### config.mk
export PLATFORM = sky130hd
export DESIGN_NAME = brch_ckpt_fifo
export DESIGN_NICKNAME = d
export VERILOG_FILES = /design/src/rtl/brch_ckpt_fifo.sv
export SDC_FILE = /design/constraint.sdc
export NUM_CORES = 1
export LEC_CHECK = 0
export CAP_MARGIN = 10
export CORE_MARGIN = 2
export CORE_UTILIZATION = 52
export DETAILED_ROUTE_END_ITERATION = 10
export GPL_TIMING_DRIVEN = 0
export PLACE_DENSITY = 0.75
export SYNTH_ARGS = -nofsm -noshare
export SYNTH_HDL_FRONTEND = slang
export SYNTH_SLANG_ARGS = --single-unit
### constraint.sdc
create_clock -name clk -period 8.6 [get_ports clk]
set_input_delay 0.86 -clock clk [delete_from_list [all_inputs] [get_ports clk]]
set_output_delay 0.86 -clock clk [all_outputs]
set_load 0.02 [all_outputs]
### src/rtl/brch_ckpt_fifo.sv
// brch_ckpt_fifo: in-order branch checkpoint queue {rob index, recovery position} with multi-way insert, head commit and mispredict flush
module brch_ckpt_fifo #(
  parameter int DEPTH = 4,
  parameter int WAYS  = 4,
  parameter int IDX_W = 6,
  parameter int POS_W = 7
) (
  input  logic                         clk,
  input  logic                         rst_n,
  input  logic [WAYS-1:0]              brch,
  input  logic [IDX_W-1:0]             nxt_indx,
  input  logic [WAYS*POS_W-1:0]        pos_in,
  output logic                         can_accept,
  input  logic                         cmt_brch,
  input  logic [IDX_W-1:0]             cmt_brch_indx,
  input  logic                         mis_pred,
  input  logic [IDX_W-1:0]             brch_mis_indx,
  output logic                         rcvr_vld,
  output logic [POS_W-1:0]             rcvr_pos,
  output logic                         mis_miss,
  output logic                         cmt_err,
  output logic [IDX_W-1:0]             head_indx,
  output logic [$clog2(DEPTH+1)-1:0]   count,
  output logic                         empty,
  output logic                         full
);
  localparam int AW = $clog2(DEPTH);
  localparam int PW = AW + 1;
  logic [PW-1:0] head_q, head_d, tail_q, tail_d, cnt, pc, rem, hit_ptr, p, off;
  logic [IDX_W-1:0] idx_q [DEPTH];
  logic [IDX_W-1:0] idx_d [DEPTH];
  logic [POS_W-1:0] pos_q [DEPTH];
  logic [POS_W-1:0] pos_d [DEPTH];
  logic rcvr_vld_q, rcvr_vld_d, mis_miss_q, mis_miss_d, cmt_err_q, cmt_err_d;
  logic [POS_W-1:0] rcvr_pos_q, rcvr_pos_d;
  logic cmt_ok, hit, ins;
  assign cnt       = tail_q - head_q;
  assign count     = cnt;
  assign empty     = head_q == tail_q;
  assign full      = head_q[AW-1:0] == tail_q[AW-1:0] && head_q[AW] != tail_q[AW];
  assign head_indx = empty ? '0 : idx_q[head_q[AW-1:0]];
  assign rcvr_vld  = rcvr_vld_q;
  assign rcvr_pos  = rcvr_pos_q;
  assign mis_miss  = mis_miss_q;
  assign cmt_err   = cmt_err_q;
  always_comb begin
    p = '0;
    pc = '0;
    for (int i = 0; i < WAYS; i++) pc = pc + PW'(brch[i]);
    can_accept = pc <= PW'(DEPTH) - cnt;
    cmt_ok = cmt_brch && !empty && idx_q[head_q[AW-1:0]] == cmt_brch_indx;
    head_d = head_q + PW'(cmt_ok);
    rem = tail_q - head_d;
    hit = 1'b0;
    hit_ptr = tail_q;
    // scan youngest to oldest so the match nearest the head is the one kept
    for (int k = DEPTH - 1; k >= 0; k--) begin
      p = head_d + PW'(k);
      if (mis_pred && PW'(k) < rem && idx_q[p[AW-1:0]] == brch_mis_indx) begin
        hit = 1'b1;
        hit_ptr = p;
      end
    end
    ins = pc != '0 && can_accept && !hit;
    tail_d = hit ? hit_ptr : ins ? tail_q + pc : tail_q;
    idx_d = idx_q;
    pos_d = pos_q;
    off = '0;
    for (int i = 0; i < WAYS; i++) begin
      if (ins && brch[i]) begin
        p = tail_q + off;
        idx_d[p[AW-1:0]] = nxt_indx + IDX_W'(i);
        pos_d[p[AW-1:0]] = pos_in[i*POS_W +: POS_W];
        off = off + 1'b1;
      end
    end
    rcvr_vld_d = hit;
    rcvr_pos_d = hit ? pos_q[hit_ptr[AW-1:0]] : rcvr_pos_q;
    mis_miss_d = mis_pred && !hit;
    cmt_err_d  = cmt_brch && !cmt_ok;
  end
  always_ff @(posedge clk) begin
    if (!rst_n) begin
      head_q     <= '0;
      tail_q     <= '0;
      rcvr_vld_q <= 1'b0;
      rcvr_pos_q <= '0;
      mis_miss_q <= 1'b0;
      cmt_err_q  <= 1'b0;
      for (int i = 0; i < DEPTH; i++) begin
        idx_q[i] <= '0;
        pos_q[i] <= '0;
      end
    end else begin
      head_q     <= head_d;
      tail_q     <= tail_d;
      rcvr_vld_q <= rcvr_vld_d;
      rcvr_pos_q <= rcvr_pos_d;
      mis_miss_q <= mis_miss_d;
      cmt_err_q  <= cmt_err_d;
      idx_q      <= idx_d;
      pos_q      <= pos_d;
    end
  end
endmodule
### After elaboration in Yosys (flattened, before gate mapping)

Index checks and enable logic that the tools add are counted.

* register bits after elaboration: 68
* bits of input ports: 54
* output and inout bits: 22
* logic and storage cells: 165

* add/sub/neg operators: 19
* magnitude comparators: 19
* equality and inequality tests: 9
* mux-type cells: 64
* bitwise gates (word level): 10
* reduce and logical (&&, ||, !) cells: 29

Operators with widths (count)
* $bwmux 28: 4
* $mux 28: 4
* $bwmux 24: 4
* $mux 24: 4
* $mux 6: 15
* $bmux 6 s2: 5
* $demux 7 s2: 4
* $demux 6 s2: 4
* $mux 7: 6
* $eq 6x6->1: 5
* $ge 3x3->1 const B: 10
* $not 2->3: 10
* $logic_and 1x1->1: 23
* $mux 3: 6
* $bmux 7 s2: 1
* $add 6x2->6 const B: 2
* $lt 3x1->1 const B: 4
* $add 2x2->2: 3
* $add 3x1->3: 2
* $add 3x2->3 const B: 2
* $add 6x1->6 const B: 1
* $lt 1x3->1 const A: 2
* $lt 2x3->1 const A: 2
* $sub 3x3->3: 2
* other kinds (18): 25

### Longest topological paths before layout

* depth after elaboration: 34
* mapped depth: 33
* mapped depth without buffers: 26

### Worst setup path after synthesis

No wires, ideal clock.

* path type: register to register
* from: register head_q[1]
* to: register idx_q[12] (netlist bit)
* setup time: 118 ps
* arrival: 6618 ps
* required time: 8482 ps
* path slack: 1865 ps
* stages on the path, launching flop included: 31
* path buffers: 6
* clock period less this slack: 6735 ps
* path through: dfxtp_1 > clkbuf_1 > inv_1 > ha_1 > nand2_1 > nor2_1 > nand3b_1 > nor4_1 > ha_1 > ha_1 > buf_2 > buf_2 > xnor2_1 > ha_1 > or3b_1 > a21oi_1 > a211oi_2 > a21oi_2 > and2_1 > buf_6 > clkbuf_1 > and3_1 > ha_1 > ha_1 > xnor2_1 > xnor2_1 > nor3_1 > and3_1 > buf_2 > or4b_2 > o2111a_1

* elaborated cells between the ends (all ways): 93
* classes of those cells: add/sub: 12; order compare: 11; eq/ne: 6; mux: 35; bitwise: 8; reduce/logical: 21

RTL lines
* from (decl): line 29 `logic [PW-1:0] head_q, head_d, tail_q, tail_d, cnt, pc, rem, hit_ptr, p, off;`
* from (signal assigned): line 84 `head_q <= '0;`
* from (signal assigned): line 95 `head_q <= head_d;`
* $eq 3x3->1 *: line 39 `assign empty = head_q == tail_q;`
* via empty: line 24 `output logic empty,`
* $logic_not 1->1 *: line 51 `cmt_ok = cmt_brch && !empty && idx_q[head_q[AW-1:0]] == cmt_brch_indx;`
* $logic_and 1x1->1 * (2 in a row): line 51
* $add 3x1->3 *: line 52 `head_d = head_q + PW'(cmt_ok);`
* via head_d[1]: line 29
* $add 3x2->3: line 58 `p = head_d + PW'(k);`
* $not 2->3 (not written as such): line 59 `if (mis_pred && PW'(k) < rem && idx_q[p[AW-1:0]] == brch_mis_indx) begin`
* [17 not listed]
* $add 2x2->2 (tied with other cells): line 71 `p = tail_q + off;`
* $not 2->3 (not written as such) (tied with other cells): line 72 `idx_d[p[AW-1:0]] = nxt_indx + IDX_W'(i);`
* $ge 3x3->1 (not written as such) (tied with other cells): line 72
* $logic_and 1x1->1 (not written as such) (tied with other cells): line 72
* $mux 6 (not written as such) / $bwmux 24 (equally long branches): line 72
* $demux 6 s2 / $mux 24 (equally long branches): line 72, 70
* $bwmux 24: line 72
* $mux 24 *: line 70 `if (ins && brch[i]) begin`
* to (signal assigned): line 101 `idx_q <= idx_d;`
* to (decl): line 30 `logic [IDX_W-1:0] idx_q [DEPTH];`

Mark *: on every way through the listed nets, which the timed path passes. The rest lies on a longest branch. The select of a mux whose other input is x is not followed.
A chain may end at the register's enable or synchronous reset.

### Final worst setup path

* from: register head_q[0]
* to: register idx_q[12] (netlist bit)

* word-level cells in the longest chain between the ends: 34
* elaborated cells between the ends (all ways): 93
* classes of those cells: add/sub: 12; order compare: 11; eq/ne: 6; mux: 35; bitwise: 8; reduce/logical: 21

Ends and longest elaborated chain (line)
* $not 2->3 (not written as such): 51
* $bmux 6 s2: 51
* $mux 6 (not written as such) (2 in a row): 51
* $eq 6x6->1: 51
* $logic_and 1x1->1: 51
* $add 3x1->3 *: 52
* via head_d[1]: 29
* $add 3x2->3: 58
* [18 not listed]
* $add 2x2->2 (tied with other cells): 71
* $not 2->3 (not written as such) (tied with other cells): 72
* $ge 3x3->1 (not written as such) (tied with other cells): 72
* $logic_and 1x1->1 (not written as such) (tied with other cells): 72
* $mux 6 (not written as such) / $bwmux 24 (equally long branches): 72
* $demux 6 s2 / $mux 24 (equally long branches): 72, 70
* $bwmux 24: 72
* $mux 24 *: 70

Marked as above.

==> results.md <==
* Clk_lat worst skew at 0.34 ns
* Pins over their slew limit at 0
* Setup TNS at 0 ns
* Placed cell areas at 0.00756 mm^2
* Register area share after synthesis at 0.204
* Clock Root Buffer: clkbuf_16
* Tot GR Track Use at 0.354
* Gate count of the mapped netlist at 798
* Largest net degree at the start of global routing at 13
* Post-synthesis cell type count at 79
* Synthesis-to-layout area growth at 18.9%
* Final worst slack at 0.382 ns
* CP peak stage delay at 0.59 ns
* Non-Filler Cell Area, Final at 0.00793 mm^2
* CP arrival at 8.45 ns
* Vias in the first global route at 6818
* Final HPWL DP at 17900 um
* Critical Path Most Common Cell: ha_1
* Logic pwr share at 0.624
* Slowest-stage cell, CP: mux4_2
* CP Max Fanout at 10
* Number of port buffers at 68
* Worst Setup SP: head_q[0]
* Overall routed net length at 24600 um
* Vias at 7133
* Ys flop type: dfxtp_1
* Clock power frac at 0.184
* Initial antenna violation count at 0
* Internal Dissipation at 0.00128 W
* Die area at 0.0137 mm^2
* Filler Cells Inserted at 1107
* Num CTS Buffers at 9
* Most frequent cells in the layout: a21oi_1 (75), dfxtp_1 (68), clkdlybuf4s50_1 (68)
* Die Y at 117 um
* Drt drc at 0
* Routed vias/inst at 6.77
* Family with the most delay on the worst path: buffers and inverters
* Worst Setup Path Type: reg2reg
* Setup WS pre-CTS at -0.255 ns
* H-tree lvl count at 3
* Max-Cap Viols at 0
* Yosys reg bits at 68
* Layout cell share with drive strength beyond 1 at 0.115
* Clock Pin Slew Worst Setup and Hold Paths at 0.06 ns
* Min Clock Period, post-route at 8.22 ns
* Routed Antenna Nets at 0
* CTS Buffer Depth at 2
* Rel. slew slack at 0.453
* Post CTS Setup Buffer Count at 0
* Fraction of registers with async set or reset after synthesis at 0
* Worst path buffer plus inverter count at 7
* Ant. Diodes at 0
* Mapped Area at 0.00667 mm^2
* IO Count at 76
* Hold WS at 0.454 ns
* Seq pwr share at 0.191
* Sw frac at 0.470
* Sw Pwr at 0.00114 W
* First-pass GRT wire length at 36400 um
* Post-synth EDFFs at 0
* Leakage power at 3.23 nW
* Clock sinks at 68
* Nets@finish at 957
* CP endpoint: idx_q[12]
* Worst Setup End Kind: flip-flop
* Max Fclk at 122 MHz
* RSZ-0062 raised after global routing: false
* Die W at 117 um
* Mean routed wirelength per cell at 23.4 um
* FF-to-FF Start: head_q[0]
* Setup violators final at 0
* Rows at 41
* Initial core utilization at 0.530
* Final hold vios at 0
* Syn avg cell area at 8.35 um^2
* Worst path required time at 8.84 ns
* Yosys warns at 0
* Reg2reg setup slack at 0.38 ns
* Placer Congestion at 1.02
* Synth top area share at 0.204
* Launching element type of the critical path: flip-flop
* First-pass iteration count of the detailed router at 6
* PwrDens at 306 mW/mm^2
* Layout Utilization at 0.631
* Worst R2R Path Depth at 29
* Core ar. at 0.0126 mm^2
* Status: completed
* Worst Skew at 0.00796 ns
* Synth top area cells: dfxtp_1 (20%), mux2i_1 (9.9%), mux4_2 (6.4%)
* Biggest area consumer among synthesized cells: dfxtp_1
* First DRT Iteration DRCs at 929
* Tcrit/Tclk final at 0.956
* Hold Path Class: reg2reg
* Post-synth net total at 878
* Max IR drop VDD at 132 uV
* CTS tree: done
* GRT overflow at 0
* Cell depth of the worst setup path at 29
* R2r endpoint: idx_q[12]
* Commonest non-fill, non-tap cell in the layout: a21oi_1
* Least-Margin Pin Slew at 0.817 ns
through the flow:
| stage | power [W] | std cells |
|---|---|---|
| 3_3_place_gp | 0.00187 | 1038 |
| 5_1_grt | 0.00252 | 1054 |
| 6_report | 0.00242 | 1054 |
| 3_5_place_dp | 0.00192 | 1038 |
| 4_1_cts | 0.00236 | 1054 |
| 2_1_floorplan | 0.00150 | 798 |
per-layer routing:
metal  GRT usage  vias up  part of all wire
met5           0        -                 0
met4       0.211        0             0.051
met3      0.0680      115              0.10
met2       0.556      541              0.45
met1       0.451     3327              0.40
li1            -     3150                 -
worst min path at each step:
| stage | from | slack [ns] | to | depth (start not counted) |
|---|---|---|---|---|
| detailed placement | rcvr_pos[6] | 0.44 | rcvr_pos[6] | 1 |
| global placement | rcvr_pos[2] | 0.44 | rcvr_pos[2] | 1 |
| floorplan | idx_q[18] | 0.52 | idx_q[18] | 1 |
| finish | rcvr_pos[2] | 0.45 | rcvr_pos[2] | 1 |
| CTS | rcvr_pos[2] | 0.46 | rcvr_pos[2] | 1 |
| global route | rcvr_pos[5] | 0.48 | rcvr_pos[5] | 1 |
power groups by stage:
stage,sequential [W],combinational [W],clock [W]
2_1_floorplan,0.000442,0.00105,0
3_3_place_gp,0.000459,0.00141,0
3_5_place_dp,0.000466,0.00145,0
4_1_cts,0.000460,0.00146,0.000445
5_1_grt,0.000472,0.00160,0.000455
6_report,0.000464,0.00151,0.000447
Yosys cell counts, types with 3 or more instances:
cell       instances
a31oi_1           19
o2111ai_1          3
a221o_1            3
inv_1             19
or3b_1             4
nor3_1            11
nor4b_1            3
buf_2             21
nor2_1            48
fa_1               3
clkbuf_1          34
nand4_1            5
or3_1              3
nor2b_1            9
nand2b_1           5
a221oi_1           3
ha_1              23
buf_6              7
o22ai_1            9
a21o_1             7
and3_1            16
o21ai_0           43
xnor2_1           37
nand3_2            3
buf_1              4
a211oi_1           6
nand3_1           19
o2111a_1           3
a211o_1           18
xor2_1            15
dfxtp_1           68
a21oi_1           75
a221oi_2           3
o211ai_1          23
nand2_1           58
buf_4              4
mux2i_1           66
mux2_2             4
mux4_2            19
nand3b_1           3
and2_1             6
o21ai_1           19
cell type report:
cell class                 instances  area [um^2]  area share
timing repair buffer              68          681      0.0859
tap                              172          215      0.0272
buffer                            70          362      0.0456
multi-input combinational        640         4880       0.616
clock inverter                     5          108      0.0136
inverter                          20         75.1     0.00947
sequential                        68         1360       0.172
clock buffer                      11          243      0.0306
repair_timing:
item	in CTS	in global routing
gates resized for setup	3	5
endpoints found under the setup margin	23	48
hold buffers	0	0
worst register-to-register path, delay by kind of cell (launching register included):
kind                       cells  cell delay (ns)
AOI/OAI and AO/OA              5             1.46
DFF                            1             0.40
adders and majority gates      5             1.19
muxes                          1             0.59
buffers and inverters          7             1.91
and+or+nand+nor                7             1.85
xor gates and xnor gates       4             0.72
state kept, by name, indices dropped and copies added, names as in the netlist:
name and count:
idx_q 24, rcvr_vld 1, rcvr_pos 7, mis_miss 1, cmt_err 1, tail_q 3, pos_q 28, head_q 3
kinds of logic (layout without fill, tap and decap cells):
kind of cell / after synthesis / after routing / share of synthesized area
AOI/OAI and AO/OA: 263 / 263 / 0.269
xor gates and xnor gates: 53 / 53 / 0.0719
adders and majority gates: 26 / 26 / 0.0522
buffers and inverters: 90 / 174 / 0.0648
DFF: 68 / 68 / 0.204
muxes: 91 / 91 / 0.178
and+or+nand+nor: 207 / 207 / 0.160
Note: power is estimated with default switching activity, not from simulation.
